## src/rtl/matrix_lru_pkg.sv

```systemverilog
// Shared types and row-update helpers for the matrix-LRU bank.
// Rows are handled at the maximum width (16 ways), and callers truncate them to WAYS.
package matrix_lru_pkg;

    localparam int unsigned MAX_WAYS  = 16;
    localparam int unsigned MAX_WAY_W = 4;

    typedef logic [MAX_WAYS-1:0]  row_t;
    typedef logic [MAX_WAY_W-1:0] widx_t;

    typedef enum logic {
        IDLE  = 1'b0,
        FLUSH = 1'b1
    } lru_state_e;

    // Init row r: way r is more recent than every lower-index way.
    function automatic row_t f_lru_init(input widx_t r);
        return (row_t'(1) << r) - row_t'(1);
    endfunction

    // Promote way w to MRU, as seen by row r.
    function automatic row_t f_promote(input row_t row, input widx_t r, input widx_t w);
        if (r == w) begin
            return ~(row_t'(1) << w);
        end
        return row & ~(row_t'(1) << w);
    endfunction

    // Demote way w to LRU, as seen by row r.
    function automatic row_t f_demote(input row_t row, input widx_t r, input widx_t w);
        if (r == w) begin
            return '0;
        end
        return row | (row_t'(1) << w);
    endfunction

endpackage

```

## src/rtl/matrix_lru_bank_if.sv

```systemverilog
// Request/response bundle for matrix_lru_bank.
// LRU_WAY_LOCK_EN adds the way lock mask and the all-locked flag.
interface matrix_lru_bank_if #(
    parameter int unsigned NUM_SETS = 16,
    parameter int unsigned WAYS     = 8
);
    localparam int unsigned SET_W = $clog2(NUM_SETS);
    localparam int unsigned WAY_W = $clog2(WAYS);

    logic             i_upd_vld;
    logic [SET_W-1:0] i_upd_set;
    logic [WAY_W-1:0] i_upd_way;
    logic             i_inv_vld;
    logic [SET_W-1:0] i_inv_set;
    logic [WAY_W-1:0] i_inv_way;
    logic             i_qry_vld;
    logic [SET_W-1:0] i_qry_set;
    logic             o_vic_vld;
    logic [WAY_W-1:0] o_vic_way;
    logic             i_flush;
    logic             o_busy;
`ifdef LRU_WAY_LOCK_EN
    logic [WAYS-1:0]  i_lock_mask;
    logic             o_vic_all_locked;

    modport master (
        output i_upd_vld, i_upd_set, i_upd_way,
        output i_inv_vld, i_inv_set, i_inv_way,
        output i_qry_vld, i_qry_set, i_flush, i_lock_mask,
        input  o_vic_vld, o_vic_way, o_busy, o_vic_all_locked
    );
    modport slave (
        input  i_upd_vld, i_upd_set, i_upd_way,
        input  i_inv_vld, i_inv_set, i_inv_way,
        input  i_qry_vld, i_qry_set, i_flush, i_lock_mask,
        output o_vic_vld, o_vic_way, o_busy, o_vic_all_locked
    );
`else
    modport master (
        output i_upd_vld, i_upd_set, i_upd_way,
        output i_inv_vld, i_inv_set, i_inv_way,
        output i_qry_vld, i_qry_set, i_flush,
        input  o_vic_vld, o_vic_way, o_busy
    );
    modport slave (
        input  i_upd_vld, i_upd_set, i_upd_way,
        input  i_inv_vld, i_inv_set, i_inv_way,
        input  i_qry_vld, i_qry_set, i_flush,
        output o_vic_vld, o_vic_way, o_busy
    );
`endif

endinterface

```

## src/rtl/lru_victim_sel.sv

```systemverilog
// Finds the lowest-index way whose age-matrix row is all zero.
// With LRU_WAY_LOCK_EN, locked ways are skipped and masked out of every row.
module lru_victim_sel #(
    parameter  int unsigned WAYS  = 8,
    localparam int unsigned WAY_W = $clog2(WAYS)
) (
    input  logic [WAYS-1:0][WAYS-1:0] i_mat,
`ifdef LRU_WAY_LOCK_EN
    input  logic [WAYS-1:0]           i_lock_mask,
    output logic                      o_all_locked,
`endif
    output logic [WAY_W-1:0]          o_way
);

    logic w_found;

    always_comb begin
        o_way   = '0;
        w_found = 1'b0;
        for (int unsigned w = 0; w < WAYS; w++) begin
`ifdef LRU_WAY_LOCK_EN
            if (!w_found && !i_lock_mask[w] && ((i_mat[w] & ~i_lock_mask) == '0)) begin
`else
            if (!w_found && (i_mat[w] == '0)) begin
`endif
                o_way   = WAY_W'(w);
                w_found = 1'b1;
            end
        end
    end

`ifdef LRU_WAY_LOCK_EN
    assign o_all_locked = &i_lock_mask;
`endif

endmodule

```

## src/rtl/matrix_lru_bank.sv

```systemverilog
// Multi-set matrix-LRU replacement tracker with a registered victim query and a sequenced flush.
// Optional LRU_WAY_LOCK_EN: a global way lock mask excludes ways from victim selection.
module matrix_lru_bank
    import matrix_lru_pkg::*;
#(
    parameter int unsigned NUM_SETS = 16,
    parameter int unsigned WAYS     = 8
) (
    input logic               i_clk,
    input logic               i_rst,
    matrix_lru_bank_if.slave  bus
);

    localparam int unsigned SET_W = $clog2(NUM_SETS);
    localparam int unsigned WAY_W = $clog2(WAYS);

    logic [WAYS-1:0][WAYS-1:0] r_mat     [NUM_SETS];
    logic [WAYS-1:0][WAYS-1:0] w_mat_nxt [NUM_SETS];
    logic [WAYS-1:0][WAYS-1:0] w_qry_mat;

    lru_state_e       r_state;
    logic [SET_W-1:0] r_flush_idx;
    logic             r_busy;
    logic             r_vic_vld;
    logic [WAY_W-1:0] r_vic_way;
    logic [WAY_W-1:0] w_sel_way;
    logic             w_idle;
    logic             w_upd_go;
    logic             w_inv_go;
    logic             w_qry_go;

    assign w_idle   = (r_state == IDLE);
    assign w_upd_go = bus.i_upd_vld & w_idle;
    assign w_inv_go = bus.i_inv_vld & w_idle;
    // A query arriving with the flush pulse is dropped so no result appears while busy.
    assign w_qry_go = bus.i_qry_vld & w_idle & ~bus.i_flush;

    // Next matrix: promote first, then demote, so a same-way collision leaves the way LRU.
    always_comb begin
        for (int unsigned s = 0; s < NUM_SETS; s++) begin
            for (int unsigned r = 0; r < WAYS; r++) begin
                w_mat_nxt[s][r] = r_mat[s][r];
                if (w_upd_go && (bus.i_upd_set == SET_W'(s))) begin
                    w_mat_nxt[s][r] = WAYS'(f_promote(row_t'(w_mat_nxt[s][r]), 4'(r), 4'(bus.i_upd_way)));
                end
                if (w_inv_go && (bus.i_inv_set == SET_W'(s))) begin
                    w_mat_nxt[s][r] = WAYS'(f_demote(row_t'(w_mat_nxt[s][r]), 4'(r), 4'(bus.i_inv_way)));
                end
                if ((r_state == FLUSH) && (r_flush_idx == SET_W'(s))) begin
                    w_mat_nxt[s][r] = WAYS'(f_lru_init(4'(r)));
                end
            end
        end
    end

    always_ff @(posedge i_clk or negedge i_rst) begin
        if (!i_rst) begin
            for (int unsigned s = 0; s < NUM_SETS; s++) begin
                for (int unsigned r = 0; r < WAYS; r++) begin
                    r_mat[s][r] <= WAYS'(f_lru_init(4'(r)));
                end
            end
        end else begin
            for (int unsigned s = 0; s < NUM_SETS; s++) begin
                r_mat[s] <= w_mat_nxt[s];
            end
        end
    end

    // Flush sequencer: one set per cycle, busy for exactly NUM_SETS cycles.
    always_ff @(posedge i_clk or negedge i_rst) begin
        if (!i_rst) begin
            r_state     <= IDLE;
            r_flush_idx <= '0;
            r_busy      <= 1'b0;
        end else begin
            case (r_state)
                IDLE: begin
                    if (bus.i_flush) begin
                        r_state     <= FLUSH;
                        r_flush_idx <= '0;
                        r_busy      <= 1'b1;
                    end
                end
                FLUSH: begin
                    r_flush_idx <= r_flush_idx + SET_W'(1);
                    if (r_flush_idx == SET_W'(NUM_SETS - 1)) begin
                        r_state <= IDLE;
                        r_busy  <= 1'b0;
                    end
                end
                default: begin
                    r_state <= IDLE;
                    r_busy  <= 1'b0;
                end
            endcase
        end
    end

    assign w_qry_mat = r_mat[bus.i_qry_set];

`ifdef LRU_WAY_LOCK_EN
    logic w_all_locked;
    logic r_vic_all_locked;

    lru_victim_sel #(.WAYS(WAYS)) u_victim_sel (
        .i_mat        (w_qry_mat),
        .i_lock_mask  (bus.i_lock_mask),
        .o_all_locked (w_all_locked),
        .o_way        (w_sel_way)
    );
`else
    lru_victim_sel #(.WAYS(WAYS)) u_victim_sel (
        .i_mat (w_qry_mat),
        .o_way (w_sel_way)
    );
`endif

    // Victim result register; the way holds until the next accepted query.
    always_ff @(posedge i_clk or negedge i_rst) begin
        if (!i_rst) begin
            r_vic_vld        <= 1'b0;
            r_vic_way        <= '0;
`ifdef LRU_WAY_LOCK_EN
            r_vic_all_locked <= 1'b0;
`endif
        end else begin
            r_vic_vld <= w_qry_go;
            if (w_qry_go) begin
                r_vic_way        <= w_sel_way;
`ifdef LRU_WAY_LOCK_EN
                r_vic_all_locked <= w_all_locked;
`endif
            end
        end
    end

    assign bus.o_vic_vld = r_vic_vld;
    assign bus.o_vic_way = r_vic_way;
    assign bus.o_busy    = r_busy;
`ifdef LRU_WAY_LOCK_EN
    assign bus.o_vic_all_locked = r_vic_all_locked;
`endif

endmodule

```

## src/flat_wrapper.sv

```systemverilog
// flat-port wrapper written by rule: the top's interface ports become plain ports
module matrix_lru_bank_flat import matrix_lru_pkg::*;
#(
    parameter int unsigned NUM_SETS = 16,
    parameter int unsigned WAYS     = 8
)
  (i_clk, i_rst, bus_i_upd_vld, bus_i_upd_set, bus_i_upd_way, bus_i_inv_vld, bus_i_inv_set, bus_i_inv_way, bus_i_qry_vld, bus_i_qry_set, bus_i_flush, bus_o_vic_vld, bus_o_vic_way, bus_o_busy);
  matrix_lru_bank_if #(.NUM_SETS(NUM_SETS), .WAYS(WAYS)) bus_i ();
  input logic i_clk;
  input logic i_rst;
  input wire logic [$bits(bus_i.i_upd_vld)-1:0] bus_i_upd_vld;
  input wire logic [$bits(bus_i.i_upd_set)-1:0] bus_i_upd_set;
  input wire logic [$bits(bus_i.i_upd_way)-1:0] bus_i_upd_way;
  input wire logic [$bits(bus_i.i_inv_vld)-1:0] bus_i_inv_vld;
  input wire logic [$bits(bus_i.i_inv_set)-1:0] bus_i_inv_set;
  input wire logic [$bits(bus_i.i_inv_way)-1:0] bus_i_inv_way;
  input wire logic [$bits(bus_i.i_qry_vld)-1:0] bus_i_qry_vld;
  input wire logic [$bits(bus_i.i_qry_set)-1:0] bus_i_qry_set;
  input wire logic [$bits(bus_i.i_flush)-1:0] bus_i_flush;
  output wire logic [$bits(bus_i.o_vic_vld)-1:0] bus_o_vic_vld;
  output wire logic [$bits(bus_i.o_vic_way)-1:0] bus_o_vic_way;
  output wire logic [$bits(bus_i.o_busy)-1:0] bus_o_busy;
  assign bus_i.i_upd_vld = bus_i_upd_vld;
  assign bus_i.i_upd_set = bus_i_upd_set;
  assign bus_i.i_upd_way = bus_i_upd_way;
  assign bus_i.i_inv_vld = bus_i_inv_vld;
  assign bus_i.i_inv_set = bus_i_inv_set;
  assign bus_i.i_inv_way = bus_i_inv_way;
  assign bus_i.i_qry_vld = bus_i_qry_vld;
  assign bus_i.i_qry_set = bus_i_qry_set;
  assign bus_i.i_flush = bus_i_flush;
  assign bus_o_vic_vld = bus_i.o_vic_vld;
  assign bus_o_vic_way = bus_i.o_vic_way;
  assign bus_o_busy = bus_i.o_busy;
  matrix_lru_bank #(.NUM_SETS(NUM_SETS), .WAYS(WAYS)) u_core (.i_clk(i_clk), .i_rst(i_rst), .bus(bus_i));
endmodule
```

## config.mk

```make
export PLATFORM = sky130hd
export DESIGN_NAME = matrix_lru_bank_flat
export DESIGN_NICKNAME = d
export VERILOG_FILES = /design/src/rtl/matrix_lru_pkg.sv /design/src/rtl/matrix_lru_bank_if.sv /design/src/rtl/lru_victim_sel.sv /design/src/rtl/matrix_lru_bank.sv /design/src/flat_wrapper.sv
export SDC_FILE = /design/constraint.sdc
export NUM_CORES = 2
export LEC_CHECK = 0
export ABC_AREA = 1
export BUFFER_PORTS_ARGS = -buffer_cell sky130_fd_sc_hd__buf_2
export CELL_PAD_IN_SITES_DETAIL_PLACEMENT = 1
export CELL_PAD_IN_SITES_GLOBAL_PLACEMENT = 1
export CORE_MARGIN = 2
export CORE_UTILIZATION = 30
export DETAILED_ROUTE_END_ITERATION = 8
export PLACE_DENSITY_LB_ADDON = 0.1
export SLEW_MARGIN = 20
export SYNTH_ARGS = -nofsm -noshare
export SYNTH_HDL_FRONTEND = slang
export SYNTH_SLANG_ARGS = --single-unit
```

## constraint.sdc

```tcl
create_clock -name i_clk -period 2.55 [get_ports i_clk]
set_input_delay 0.255 -clock i_clk [delete_from_list [all_inputs] [get_ports i_clk]]
set_output_delay 0.255 -clock i_clk [all_outputs]
set_load 0.005 [all_outputs]
```

==> summary.txt <==
Drt
  • # DRC: 0
  • Total Wirelength: 196.1 mm
  • Wire length per cell: 23.82 um
  • DR vias: 42060
  • Antenna Nets Post-Route: 0
  • Starting DRT DRC Count: 2363
  • Vias per inst: 5.109
  • TritonRoute pass-1 iters: 8

Logic synthesis
  • Syn_nets: 5740
  • Area leader, netlist: dfrtp_1
  • Sequential fraction of the synthesis area: 55.08%
  • Yosys top cell area share: 30.55%
  • Syn Area/Cell: 8.402 um^2
  • Count leader, synth: nand2_1
  • Synth warnings: 0
  • Prevailing post-synth register cell: dfrtp_1
  • Post-synth design cell area: 0.04799 mm^2
  • Area contributors post-synth: dfrtp_1 31%, dfstp_2 25%, nand2_1 9.6%, nor2_1 6.7%, a21oi_1 5.1%
  • Cell count after synthesis: 5712
  • Post-synthesis compound-gate area fraction: 14.03%
  • Number of library cell types mapped by synthesis: 40
  • Main combinational cell family by area after synthesis: simple AND/OR/NAND/NOR gates
  • Synth Area in XOR/XNOR: 0%
  • EDFF count, synth: 0
  • Mux contribution to synthesized area: 0%
  • Commonest cells in the netlist: 1225 x nand2_1, 858 x nor2_1, 586 x dfrtp_1, 494 x inv_1, 491 x a21oi_1
  • Adder-Cell Fraction of Synth Area: 0.1043%
  • Async set-reset flop share out of synthesis: 100.0%
  • Simple-Gate Fraction of Synth Area: 24.09%
  • Flops & latches, synth: 1034

Finish
  • Reg area: 0.02644 mm^2
  • Final Util: 36.28%
  • Area of the multi-input gates: 0.01844 mm^2
  • Nets: 6077
  • Proportion of layout cells with a drive suffix above 1: 21.88%
  • Area growth from synthesis to layout: 19.87%
  • Fill cells: 18620
  • Diodes inserted: 0

Timing
  • Hold Slack: 0.07367 ns
  • RSZ-0062 raised after global routing: false
  • Pins Over Slew Limit: 0
  • Period utilisation layout: 94.10%
  • Slew HR: 52.28%
  • Final Skew: 0.01882 ns
  • Final worst slack: 0.1505 ns
  • Final setup violating endpoints: 0
  • Peak Freq: 416.8 MHz
  • Final Hold Violating Endpoints: 0
  • Worst-margin pin slew: 0.7157 ns
  • Fin crit period: 2.399 ns

Worst setup path
  • WS Path Type: reg -> reg
  • WP data required: 3.19 ns
  • Bufs and invs on worst path: 7
  • Max incr delay on CP: 0.41 ns
  • CP Launch Type: flop
  • CP max-delay cell: dfrtp_1
  • CP most frequent cell: inv_1
  • Worst path arrival time: 3.04 ns
  • Crit path max fanout: 5
  • Worst path cell trace: inv_4, nand2_2, inv_2, nand3_2, nor2_4, inv_1, nor2_1, inv_1, nor2_1, inv_1, nand2_1, inv_1, o21ai_0, inv_1
  • Delay-heaviest family, CP: simple AND/OR/NAND/NOR gates
  • Crit end category: flop

Clocking
  • # clock sinks: 1034
  • CTS tree: yes
  • Clk Tree Root Cell: clkbuf_16
  • Clock transition at path regs: 0.06 ns
  • CTS Buf Count: 133
  • Worst-case clock buffer depth: 3
  • Clk_lat worst skew: 0.77 ns
  • # H-tree levels: 4

Floorplan
  • # IOs: 29
  • Initial core utilization: 30.27%
  • # rows: 146
  • Vert. Die Dim: 404.0 um
  • Core Box Area: 0.1586 mm^2
  • Die width: 404.0 um
  • Die area: 0.1632 mm^2

Place
  • Placer congestion estimate: 0.8487
  • IO buf count: 28
  • Hpwl dp: 138.2 mm
  • Place WS: -0.1142 ns

Status
  • Status: completed

Global routing
  • First-pass GRT wire length: 297.4 mm
  • Vias in the first global route: 44430
  • Largest net degree at the start of global routing: 98
  • Initial antenna violation count: 3
  • GR Util All Layers: 24.07%
  • GRT overflow: 0

Power
  • VDD IR max: 0.7144 mV
  • PwrDens: 776.7 mW/mm^2
  • Pleak: 26.69 nW
  • Final Power: 44.68 mW

Run
  • Max cap viols: 0

Worst hold path
  • Worst hold path class: in -> async
==> layout by cell type, fill, tap and decap left out, drive strengths merged <==
| master | netlist | routed |
|---|---|---|
| ha | 4 | 4 |
| nor2 | 982 | 982 |
| nand2 | 1247 | 1247 |
| nand3 | 287 | 287 |
| clkinv | 8 | 28 |
| o22ai | 1 | 1 |
| nor3 | 119 | 119 |
| a41oi | 4 | 4 |
| a31oi | 202 | 202 |
| o31ai | 4 | 4 |
| a21oi | 492 | 492 |
| inv | 609 | 611 |
| dfrtp | 586 | 586 |
| o21a | 1 | 1 |
| clkbuf | 45 | 213 |
| nor4 | 10 | 10 |
| nand3b | 26 | 26 |
| or2 | 17 | 17 |
| o21ai | 206 | 206 |
| bufinv | 0 | 6 |
| dlygate4sd3 | 0 | 4 |
| a22o | 1 | 1 |
| a211oi | 75 | 75 |
| nand4 | 35 | 35 |
| o211ai | 172 | 172 |
| a221oi | 2 | 2 |
| clkinvlp | 0 | 5 |
| dfstp | 448 | 448 |
| o21bai | 2 | 2 |
| buf | 127 | 370 |
==> final cells by class <==
| cell class | count | area share [%] |
|---|---|---|
| clock inverter | 33 | 0.6764 |
| sequential | 1034 | 45.95 |
| tap | 2072 | 4.506 |
| multi-input combinational | 3889 | 32.05 |
| inverter | 617 | 4.073 |
| clock buffer | 213 | 7.044 |
| timing repair buffer | 374 | 5.704 |
==> worst reg2reg max path: stages, from the launching register on <==
cell and delay, ns:
dfrtp_1 0.41, inv_4 0.10, nand2_2 0.07, inv_2 0.09, nand3_2 0.17, nor2_4 0.25, inv_1 0.15, nor2_1 0.11
inv_1 0.09, nor2_1 0.28, inv_1 0.15, nand2_1 0.10, inv_1 0.14, o21ai_0 0.12, inv_1 0.06
==> power by group <==
part / total (mW) / switching (mW) / internal [mW] / leakage [nW]
clock: 19.3 / 7.77 / 11.5 / 2.19
sequential: 19.0 / 0.884 / 18.1 / 12.9
combinational: 6.37 / 4.37 / 2.01 / 11.6
total: 44.7 / 13.0 / 31.7 / 26.7
==> through the flow <==
step,area (um^2),TNS (ns),cells
2_1_floorplan,47990,0,5712
3_3_place_gp,52850,-0.2699,7973
3_5_place_dp,52850,-1.266,7973
4_1_cts,57370,0,8225
5_1_grt,57530,0,8232
6_report,57530,0,8232
==> flip-flops by register name, summed over array words and instances, names as in the netlist <==
| register | flops |
|---|---|
| u_core.bus.o_vic_way | 3 |
| u_core.r_flush_idx | 4 |
| u_core.r_mat | 1024 |
| u_core.bus.o_vic_vld | 1 |
| u_core.r_state | 1 |
| u_core.bus.o_busy | 1 |
==> final timing paths <==
check	start	to	slack, ns	cells past startpoint
worst min register to register	u_core.r_mat[574]$_DFF_PN1_	u_core.r_mat[574]$_DFF_PN1_	0.48	2
worst max register to register	u_core.r_state$_DFF_PN0_	u_core.r_mat[863]$_DFF_PN0_	0.15	14
worst max-delay path	u_core.r_state$_DFF_PN0_	u_core.r_mat[863]$_DFF_PN0_	0.15	14
min in group i_clk	bus_i_inv_way[1]	u_core.r_mat[291]$_DFF_PN1_	0.08	5
max in group asynchronous	i_rst	u_core.r_mat[357]$_DFF_PN0_	1.42	3
worst min-delay path	i_rst	u_core.r_mat[543]$_DFF_PN0_	0.07	2
==> per-layer routing <==
metal / vias to the layer above / GRT usage [%] / part of all wire (%)
li1: 19490 / - / -
met1: 21670 / 34.42 / 48
met2: 680 / 38.92 / 47
met3: 222 / 2.644 / 3.2
met4: 0 / 5.793 / 2.1
met5: - / 0 / 0
==> cells by family after synthesis <==
| kind of cell | count (synthesis) |
|---|---|
| and+or+nand+nor | 2723 |
| adders and majority gates | 4 |
| buffers and inverters | 789 |
| AOI/OAI and AO/OA | 1162 |
| DFF | 1034 |
==> timing repair <==
action                     in CTS  in global routing
setup endpoints to repair      37                100
hold endpoints to repair      377                  0
setup buffers                   2                  7
gates resized for setup         5                 27
hold buffers                    4                  0
No activity file was read; power rests on OpenSTA's default activity.
